==> config.mk <==
export PLATFORM = sky130hd
export DESIGN_NAME = psum_drain_ofbsc_flat
export DESIGN_NICKNAME = d
export VERILOG_FILES = /design/src/rtl/systolic_pkg.sv /design/src/rtl/psum_drain_ofbsc_if.sv /design/src/rtl/psum_drain_fifo.sv /design/src/rtl/psum_drain_ofbsc.sv /design/src/flat_wrapper.sv
export SDC_FILE = /design/constraint.sdc
export NUM_CORES = 1
export LEC_CHECK = 0
export BUFFER_PORTS_ARGS = -buffer_cell sky130_fd_sc_hd__buf_2
export CAP_MARGIN = 20
export CORE_UTILIZATION = 55
export CTS_CLUSTER_DIAMETER = 100
export CTS_CLUSTER_SIZE = 40
export DETAILED_ROUTE_END_ITERATION = 16
export PLACE_DENSITY_LB_ADDON = 0.25
export SYNTH_ARGS = -nofsm -noshare
export SYNTH_HDL_FRONTEND = slang
export SYNTH_SLANG_ARGS = --single-unit
export TNS_END_PERCENT = 20
==> constraint.sdc <==
create_clock -name i_clk -period 3.14 [get_ports i_clk]
set_input_delay 0.628 -clock i_clk [delete_from_list [all_inputs] [get_ports i_clk]]
set_output_delay 0.628 -clock i_clk [all_outputs]
set_load 0.03 [all_outputs]
==> src/rtl/systolic_pkg.sv <==
// Shared systolic-array definitions: FP16 field layout, drain FIFO entry type
// and the stall skid allowance used by the column-end drain.
package systolic_pkg;

    localparam int unsigned FP16_W = 16;
    localparam int unsigned EXP_W  = 5;
    localparam int unsigned MAN_W  = 10;

    localparam logic [EXP_W-1:0] EXP_ALL_ONES = '1;

    // Writes that may still land after o_pipeline_en falls (PE output register).
    localparam int unsigned DRAIN_SKID = 1;

    typedef struct packed {
        logic              last;
        logic [FP16_W-1:0] data;
    } psum_entry_t;

    // Quiet or signalling NaN: exponent all ones, mantissa nonzero.
    function automatic logic is_fp16_nan(input logic [FP16_W-1:0] v);
        return (v[MAN_W +: EXP_W] == EXP_ALL_ONES) && (v[MAN_W-1:0] != '0);
    endfunction

endpackage

==> src/rtl/psum_drain_ofbsc_if.sv <==
// Stream bundle of the column-end drain: partial-sum input from the last FMA
// and the valid/ready output towards write-back.
interface psum_drain_ofbsc_if #(
    parameter int unsigned FP_W = 16
);
    logic            psum_valid;
    logic [FP_W-1:0] psum;
    logic            valid;
    logic            ready;
    logic [FP_W-1:0] data;
    logic            last;

    // Environment side: drives partial sums and downstream ready.
    modport master (
        output psum_valid, psum, ready,
        input  valid, data, last
    );

    // Drain side.
    modport slave (
        input  psum_valid, psum, ready,
        output valid, data, last
    );
endinterface

==> src/rtl/psum_drain_fifo.sv <==
// Drain FIFO: storage, wrapping pointers and occupancy. The caller guarantees
// i_wr/i_rd are already qualified (no write when full without a read, no read
// when empty, neither during flush).
module psum_drain_fifo
    import systolic_pkg::*;
#(
    parameter type         entry_t = psum_entry_t,
    parameter int unsigned DEPTH   = 8,
    localparam int unsigned AW     = $clog2(DEPTH),
    localparam int unsigned OW     = AW + 1
) (
    input  logic          i_clk,
    input  logic          i_rstn,
    input  logic          i_flush,
    input  logic          i_wr,
    input  logic          i_rd,
    input  entry_t        i_wdata,
    output entry_t        o_rdata,
    output logic [OW-1:0] o_occ_next,
    output logic          o_full,
    output logic          o_empty
);

    logic [AW-1:0] wptr_q, wptr_d;
    logic [AW-1:0] rptr_q, rptr_d;
    logic [OW-1:0] occ_q, occ_d;
    entry_t        mem_q [DEPTH];

    // Next pointers and occupancy; flush wins over any access.
    always_comb begin
        wptr_d = wptr_q;
        rptr_d = rptr_q;
        occ_d  = occ_q;
        if (i_flush) begin
            wptr_d = '0;
            rptr_d = '0;
            occ_d  = '0;
        end else begin
            if (i_wr) wptr_d = wptr_q + AW'(1);
            if (i_rd) rptr_d = rptr_q + AW'(1);
            case ({i_wr, i_rd})
                2'b10:   occ_d = occ_q + OW'(1);
                2'b01:   occ_d = occ_q - OW'(1);
                default: occ_d = occ_q;
            endcase
        end
    end

    // Pointer and occupancy state.
    always_ff @(posedge i_clk or negedge i_rstn) begin
        if (!i_rstn) begin
            wptr_q <= '0;
            rptr_q <= '0;
            occ_q  <= '0;
        end else begin
            wptr_q <= wptr_d;
            rptr_q <= rptr_d;
            occ_q  <= occ_d;
        end
    end

    // Storage array; contents are only observed through the occupancy gate.
    always_ff @(posedge i_clk) begin
        if (i_wr) mem_q[wptr_q] <= i_wdata;
    end

    // Head and status flags.
    always_comb begin
        o_rdata    = mem_q[rptr_q];
        o_occ_next = occ_d;
        o_full     = (occ_q == OW'(DEPTH));
        o_empty    = (occ_q == '0);
    end

endmodule

==> src/rtl/psum_drain_ofbsc.sv <==
// Column-end partial-sum drain: buffers FMA results, tags the last row of each
// tile, streams them out on valid/ready and stalls the array via a registered
// pipeline enable when the buffer nears full.
// Optional NaN detection is built when PSUM_DRAIN_NAN_CHECK_EN is defined.
module psum_drain_ofbsc
    import systolic_pkg::*;
#(
    parameter int unsigned FP_W  = 16,
    parameter int unsigned DEPTH = 8,
    parameter int unsigned ROWS  = 4
) (
    input  logic                 i_clk,
    input  logic                 i_rstn,
    psum_drain_ofbsc_if.slave    bus,
    input  logic                 i_flush,
    output logic                 o_pipeline_en,
    output logic                 o_overflow
`ifdef PSUM_DRAIN_NAN_CHECK_EN
    ,
    output logic                 o_nan_seen
`endif
);

    localparam int unsigned OW        = $clog2(DEPTH) + 1;
    localparam int unsigned RW        = (ROWS > 1) ? $clog2(ROWS) : 1;
    localparam int unsigned EnThresh  = DEPTH - 1 - DRAIN_SKID;

    typedef struct packed {
        logic            last;
        logic [FP_W-1:0] data;
    } entry_t;

    entry_t        wdata;
    entry_t        head;
    logic [OW-1:0] occ_next;
    logic          fifo_full;
    logic          fifo_empty;
    logic          out_valid;
    logic          wr;
    logic          rd;
    logic          last_tag;

    logic [RW-1:0] row_cnt_q, row_cnt_d;
    logic          pipeline_en_q, pipeline_en_d;
    logic          overflow_q, overflow_d;
`ifdef PSUM_DRAIN_NAN_CHECK_EN
    logic          nan_seen_q, nan_seen_d;
`endif

    psum_drain_fifo #(
        .entry_t (entry_t),
        .DEPTH   (DEPTH)
    ) u_fifo (
        .i_clk      (i_clk),
        .i_rstn     (i_rstn),
        .i_flush    (i_flush),
        .i_wr       (wr),
        .i_rd       (rd),
        .i_wdata    (wdata),
        .o_rdata    (head),
        .o_occ_next (occ_next),
        .o_full     (fifo_full),
        .o_empty    (fifo_empty)
    );

    // Handshake qualification; a read in the same cycle frees room at full.
    always_comb begin
        out_valid  = ~fifo_empty;
        rd         = out_valid & bus.ready & ~i_flush;
        wr         = bus.psum_valid & (~fifo_full | rd) & ~i_flush;
        last_tag   = (row_cnt_q == RW'(ROWS - 1));
        wdata.last = last_tag;
        wdata.data = bus.psum;
    end

    // Output stream; data is forced to zero whenever nothing is presented.
    always_comb begin
        bus.valid = out_valid;
        bus.data  = out_valid ? head.data : '0;
        bus.last  = out_valid & head.last;
    end

    // Next state for row counter, stall enable and sticky flags.
    always_comb begin
        row_cnt_d     = row_cnt_q;
        pipeline_en_d = pipeline_en_q;
        overflow_d    = overflow_q;
`ifdef PSUM_DRAIN_NAN_CHECK_EN
        nan_seen_d    = nan_seen_q;
`endif
        if (i_flush) begin
            row_cnt_d     = '0;
            pipeline_en_d = 1'b1;
            overflow_d    = 1'b0;
`ifdef PSUM_DRAIN_NAN_CHECK_EN
            nan_seen_d    = 1'b0;
`endif
        end else begin
            if (wr) row_cnt_d = last_tag ? '0 : row_cnt_q + RW'(1);
            pipeline_en_d = (occ_next <= OW'(EnThresh));
            // A dropped write does not advance row_cnt, so tile tagging resyncs.
            if (bus.psum_valid && fifo_full && !rd) overflow_d = 1'b1;
`ifdef PSUM_DRAIN_NAN_CHECK_EN
            if (wr && is_fp16_nan(FP16_W'(bus.psum))) nan_seen_d = 1'b1;
`endif
        end
    end

    // Control and flag registers.
    always_ff @(posedge i_clk or negedge i_rstn) begin
        if (!i_rstn) begin
            row_cnt_q     <= '0;
            pipeline_en_q <= 1'b1;
            overflow_q    <= 1'b0;
`ifdef PSUM_DRAIN_NAN_CHECK_EN
            nan_seen_q    <= 1'b0;
`endif
        end else begin
            row_cnt_q     <= row_cnt_d;
            pipeline_en_q <= pipeline_en_d;
            overflow_q    <= overflow_d;
`ifdef PSUM_DRAIN_NAN_CHECK_EN
            nan_seen_q    <= nan_seen_d;
`endif
        end
    end

    assign o_pipeline_en = pipeline_en_q;
    assign o_overflow    = overflow_q;
`ifdef PSUM_DRAIN_NAN_CHECK_EN
    assign o_nan_seen    = nan_seen_q;
`endif

endmodule

==> src/flat_wrapper.sv <==
// flat-port wrapper written by rule: the top's interface ports become plain ports
module psum_drain_ofbsc_flat import systolic_pkg::*;
#(
    parameter int unsigned FP_W  = 16,
    parameter int unsigned DEPTH = 8,
    parameter int unsigned ROWS  = 4
)
  (i_clk, i_rstn, i_flush, o_pipeline_en, o_overflow, bus_psum_valid, bus_psum, bus_ready, bus_valid, bus_data, bus_last);
  psum_drain_ofbsc_if #(.FP_W(FP_W)) bus_i ();
  input  logic i_clk;
  input  logic i_rstn;
  input  logic i_flush;
  output logic o_pipeline_en;
  output logic o_overflow;
  input wire logic [$bits(bus_i.psum_valid)-1:0] bus_psum_valid;
  input wire logic [$bits(bus_i.psum)-1:0] bus_psum;
  input wire logic [$bits(bus_i.ready)-1:0] bus_ready;
  output wire logic [$bits(bus_i.valid)-1:0] bus_valid;
  output wire logic [$bits(bus_i.data)-1:0] bus_data;
  output wire logic [$bits(bus_i.last)-1:0] bus_last;
  assign bus_i.psum_valid = bus_psum_valid;
  assign bus_i.psum = bus_psum;
  assign bus_i.ready = bus_ready;
  assign bus_valid = bus_i.valid;
  assign bus_data = bus_i.data;
  assign bus_last = bus_i.last;
  psum_drain_ofbsc #(.FP_W(FP_W), .DEPTH(DEPTH), .ROWS(ROWS)) u_core (.i_clk(i_clk), .i_rstn(i_rstn), .bus(bus_i), .i_flush(i_flush), .o_pipeline_en(o_pipeline_en), .o_overflow(o_overflow));
endmodule
# --- Word-level counts from Yosys, hierarchy flattened ---
# Memories as Yosys holds them, arrays and structs flattened.
# Index checks and enable logic that the tools add are counted.
op_classes:
  addsub: 5
  order_cmp: 1
  eq_ne: 4
  muxes: 15
  bitwise: 9
  reduce_logical: 7
ops:
  columns: ["cell", "n"]
  rows:
  - ["$mux 16", 1]
  - ["$mux 3", 4]
  - ["$pmux 4 s2", 1]
  - ["$add 3x1->3 const B", 2]
  - ["$mux 2", 3]
  - ["$reduce_bool 2->1", 3]
  - ["$and 1x1->1", 5]
  - ["$mux 1", 5]
  - ["$add 4x1->4 const B", 1]
  - ["$eq 2x2->1 const B", 2]
  - ["$eq 4x4->1 const B", 1]
  - ["$le 4x3->1 const B", 1]
  - ["$logic_not 4->1", 1]
  - ["$mux 4", 1]
  - ["$sub 4x1->4 const B", 1]
  - ["$not 1->1", 3]
  - ["$add 2x1->2 const B", 1]
  - ["$eq 2x1->1 const B", 1]
  - ["$logic_and 1x1->1", 2]
  - ["$logic_not 1->1", 1]
  - ["$or 1x1->1", 1]
totals:
  ff_bits: 14
  mem_bits_rw: 136
  input_bits: 21
  out_inout_bits: 20
  memories: 1
memory_table:
  columns: ["memory", "depth", "width", "rd", "rd_ports_with_merged_regs", "wr", "line", "text"]
  rows:
  - ["u_core.u_fifo.mem_q", 8, 17, 1, 0, 1, "psum_drain_fifo.sv:27", "entry_t mem_q [DEPTH];"]

# --- Longest topological paths before layout ---
depth:
  word_depth: 12
  depth_mapped: 13

# --- Hierarchy ---
# From an unflattened synthesis, not the netlist that was laid out.
unflattened:
  cells_unflattened: 303
  area_unflattened_um2: 6159.7
by_module_without_submodules:
  columns: ["mod", "instances", "cells_per_inst", "area_per_inst_um2", "seq_area_each_um2"]
  rows:
  - ["psum_drain_fifo", 1, 263, 5799.3, 4334.2]
  - ["psum_drain_ofbsc", 1, 40, 360.3, 101.3]

# --- Least setup slack after synthesis ---
# OpenSTA, ideal clock, no wires.
synth_timing:
  path_type: "input to register"
  startpoint: "in i_flush"
  endpoint: "mem u_core.u_fifo.mem_q[0][0] (netlist name), enable pin"
  arrival_ns: 2.732
  required_ns: 2.728
  setup_slack_ns: -0.004
  path_stages: 5
  cell_sequence: "buf_2 -> nand2b_4 -> a311o_2 -> nand2b_1 -> nor3_1"
synth_via:
  elab_chain_cells: 7
synth_rtl:
  columns: ["element", "line", "text"]
  rows:
  - ["start: declaration", "flat_wrapper.sv:12", "input logic i_flush;"]
  - ["$not 1->1 (*)", "psum_drain_ofbsc.sv:69, psum_drain_ofbsc.sv:70", null]
  - ["$and 1x1->1", "psum_drain_ofbsc.sv:69", "rd = out_valid & bus.ready & ~i_flush;"]
  - ["$or 1x1->1", "psum_drain_ofbsc.sv:70", "wr = bus.psum_valid & (~fifo_full | rd) & ~i_flush;"]
  - ["$and 1x1->1", "psum_drain_ofbsc.sv:70", null]
  - ["$and 1x1->1 (*)", "psum_drain_ofbsc.sv:70", null]
  - ["$mux 1 (*)", "psum_drain_fifo.sv:64", "if (i_wr) mem_q[wptr_q] <= i_wdata;"]
  - ["$mux 1 (implied by the code) (*)", "psum_drain_fifo.sv:64", null]
  - ["end: declaration", "psum_drain_fifo.sv:27", null]
# Mark *: on every way between the ends. The rest lies on a longest branch, timed or not.

# --- Final worst setup path ---
layout_timing:
  startpoint: "reg u_core.u_fifo.rptr_q[1]"
  endpoint: "out bus_data[1]"
layout_via:
  elab_chain_cells: 2
layout_rtl:
  columns: ["element", "line", "text"]
  rows:
  - ["start: declaration", "psum_drain_fifo.sv:25", "logic [AW-1:0] rptr_q, rptr_d;"]
  - ["start signal: assignment", "psum_drain_fifo.sv:57", "rptr_q <= rptr_d;"]
  - ["$mem_v2 8x17", null, null]
  - ["$mux 16", "psum_drain_ofbsc.sv:79", "bus.data = out_valid ? head.data : '0;"]
  - ["end: declaration", "flat_wrapper.sv:19", "output wire logic [$bits(bus_i.data)-1:0] bus_data;"]
# Every way passes these cells.

==> reports/metrics.yaml <==
run_status:
  status: "complete, no violations"
layout:
  layout.nets: 400
  syn2layout_area_growth_pct: 18.6
  final_area_um2: 7200
  insertedDiodeCount: 0
  layout-drive-gt1-share: 0.355
floorplanning:
  start_util: 0.577
  fp-row-count: 37
  fp.dieH_um: 107
  die_x_um: 107
  io_pins: 41
  design.core.area_um2: 10500
  die_area_um2: 11500
clocking:
  ctsResizeCount: 0
  cts_made_buffers: 17
  clk_path_buf_depth: 2
  cts_tree: "yes"
  cts_root_buf: "clkbuf_8"
  h-tree-depth: 4
  clock-sinks: 150
  cts.clk_slew.worst_paths_ns: 0.06
  clock_latency_ns: 0.52
yosys:
  yosysTopAreaCellShare: 0.673
  synthTopCellsByArea: "edfxtp_1, mux4_2, dfrtp_1, mux2i_1, nor2_1"
  synth_ff_type: "edfxtp_1"
  ys_ff_latch: 150
  async_reset_ff_frac: 0.0933
  synth_area_per_cell_um2: 19.6
  synth_edf_count: 136
  synth_area_um2: 6070
  synth_area_leader_cell: "edfxtp_1"
  yosysSeqAreaShare: 0.731
  syn_nets: 336
  netlist_instances: 309
  yosys.cell_count.top_type: "edfxtp_1"
  synth_warnings: 0
  yosys-top-cells-count: "edfxtp_1, nor2_1, mux4_2"
  yosysUniqueCellTypes: 40
grt:
  globalRouteOverflowTotal: 0
  grt_pass1_wl_mm: 17.7
  grt_pass1_vias: 3166
  grt_start_max_net_pins: 35
  antenna_found_initial: 0
  grt_use_total: 0.225
sta:
  relSlewSlack: 0.595
  drv_slew: 0
  fin_skew_ns: 0.00746
  setup_violations: 0
  hold_violations: 0
  min_period_over_period: 0.910
  rsz0062_at_grt: "false"
  max_freq_mhz: 350
  fin_crit_ns: 2.86
  tns_ns: 0
  max_slew.worst_pin.slew_ns: 0.607
placement:
  dp.final_hpwl_mm: 6.48
  io_buffer_count: 40
  place.gp.congestion: 0.754
  place_area_um2: 6540
routing:
  dr.pass1.iters: 4
  post_drt_wl_per_cell_um: 21.8
  drtIter0Drc: 223
  ant_nets: 0
  viasPerCell: 5.87
  vias: 3066
  wl_mm: 11.4
  drc: 0
setup_path:
  critPathRequiredTime_ns: 2.51
  critPathKind: "register to output pin"
  slowest_delay_ns: 0.45
  arrival_ns: 2.23
  cp_max_fo: 34
  r2r_setup_slack_ns: 0.52
  critPathLaunchType: "register"
  critPathCaptureType: "output pin"
  slowest_stage: "buf_4"
  crit_chain: "buf_4 > mux4_2 > mux2i_1 > nor2_1 > buf_2"
min_path:
  hold_class: "input port to register"
power_and_ir_drop:
  power_density_nw_per_um2: 701
  ir_drop_mv: 0.350
  leakage_uw: 0.00252
flow_run:
  cap_viol_max_count: 0
==> flip-flops by register name, summed over array words and instances, names as in the netlist <==
signal / count
u_core.o_overflow: 1
u_core.o_pipeline_en: 1
u_core.u_fifo.rptr_q: 3
u_core.u_fifo.occ_q: 4
u_core.row_cnt_q: 2
u_core.u_fifo.mem_q: 136
u_core.u_fifo.wptr_q: 3
==> kinds of logic (layout without fill, tap and decap cells) <==
family | after synthesis | after routing | synth area share
muxes | 56 | 56 | 0.163
DFF | 150 | 150 | 0.731
and+or+nand+nor | 57 | 57 | 0.0495
adders and majority gates | 6 | 6 | 0.0124
xor gates and xnor gates | 7 | 7 | 0.0101
AOI/OAI and AO/OA | 14 | 14 | 0.0190
buffers and inverters | 19 | 96 | 0.0153
==> worst paths after layout <==
| path | depth (start not counted) | end | from |
|---|---|---|---|
| min in group asynchronous | 2 | u_core.u_fifo.occ_q[0]$_DFF_PN0_ | i_rstn |
| worst max register to register | 11 | u_core.o_pipeline_en$_DFF_PN1_ | u_core.u_fifo.occ_q[0]$_DFF_PN0_ |
| worst min register to register | 2 | u_core.o_overflow$_DFFE_PN0P_ | u_core.o_overflow$_DFFE_PN0P_ |
| worst max-delay path | 5 | bus_data[1] | u_core.u_fifo.rptr_q[1]$_DFFE_PN0P_ |
| worst min-delay path | 2 | u_core.row_cnt_q[1]$_DFFE_PN0P_ | i_flush |
| max in group asynchronous | 2 | u_core.o_pipeline_en$_DFF_PN1_ | i_rstn |
==> power by group <==
group	switching [uW]	leakage, uW	internal (uW)
Combinational	347	0.000784	242
Clock	757	0.000317	1450
Sequential	30.5	0.00141	2220
Total	1130	0.00252	3910
==> worst max-delay path: cells and delay by family (launching register included) <==
family | cells | cell delay [ns]
DFF | 1 | 0.37
muxes | 2 | 0.64
and+or+nand+nor | 1 | 0.06
buffers and inverters | 2 | 0.63
==> cell usage in the layout, fill, tap and decap left out, types with 2 or more instances in the layout <==
master,instances
edfxtp_1,136
buf_2,40
nor2_1,36
mux4_2,34
mux2i_1,22
buf_4,18
clkbuf_16,16
dfrtp_1,12
ha_1,6
bufinv_16,6
xor2_1,5
nor2b_1,4
clkinv_4,4
nand2_1,3
a21oi_1,3
nand2b_1,3
inv_1,2
xnor2_1,2
a21o_1,2
nor3_2,2
nand3_1,2
clkbuf_1,2
clkinv_2,2
buf_12,2
==> repair_timing <==
action / 4_1_cts / 5_1_grt
hold buffers: 1 / 0
endpoints found under the hold margin: 13 / 0
setup buffers: 0 / 0
==> metrics by stage <==
stage	setup WS, ns	hold WS, ns	total power, uW	util	instances
2_1_floorplan	0.364	0.332	2710	-	309
3_3_place_gp	0.335	0.518	2870	0.622	489
6_report	0.284	0.315	5050	0.685	522
5_1_grt	0.154	0.297	5210	0.685	522
4_1_cts	0.207	0.279	5100	0.685	522
3_5_place_dp	0.324	0.524	2880	0.622	489
==> layout make-up <==
cell class | instances | area [um^2]
Multi-Input combinational cell | 140 | 1540
Timing Repair Buffer | 61 | 385
Clock buffer | 19 | 422
Sequential cell | 150 | 4440
Tap cell | 136 | 170
Fill cell | 665 | 3310
Clock inverter | 13 | 229
Inverter | 3 | 11.3
==> layer usage <==
layer	part of all wire	track usage
met5	0	0
met4	0.017	0.114
met3	0.065	0.0608
met2	0.49	0.340
met1	0.42	0.306
No activity file was read; power rests on OpenSTA's default activity.
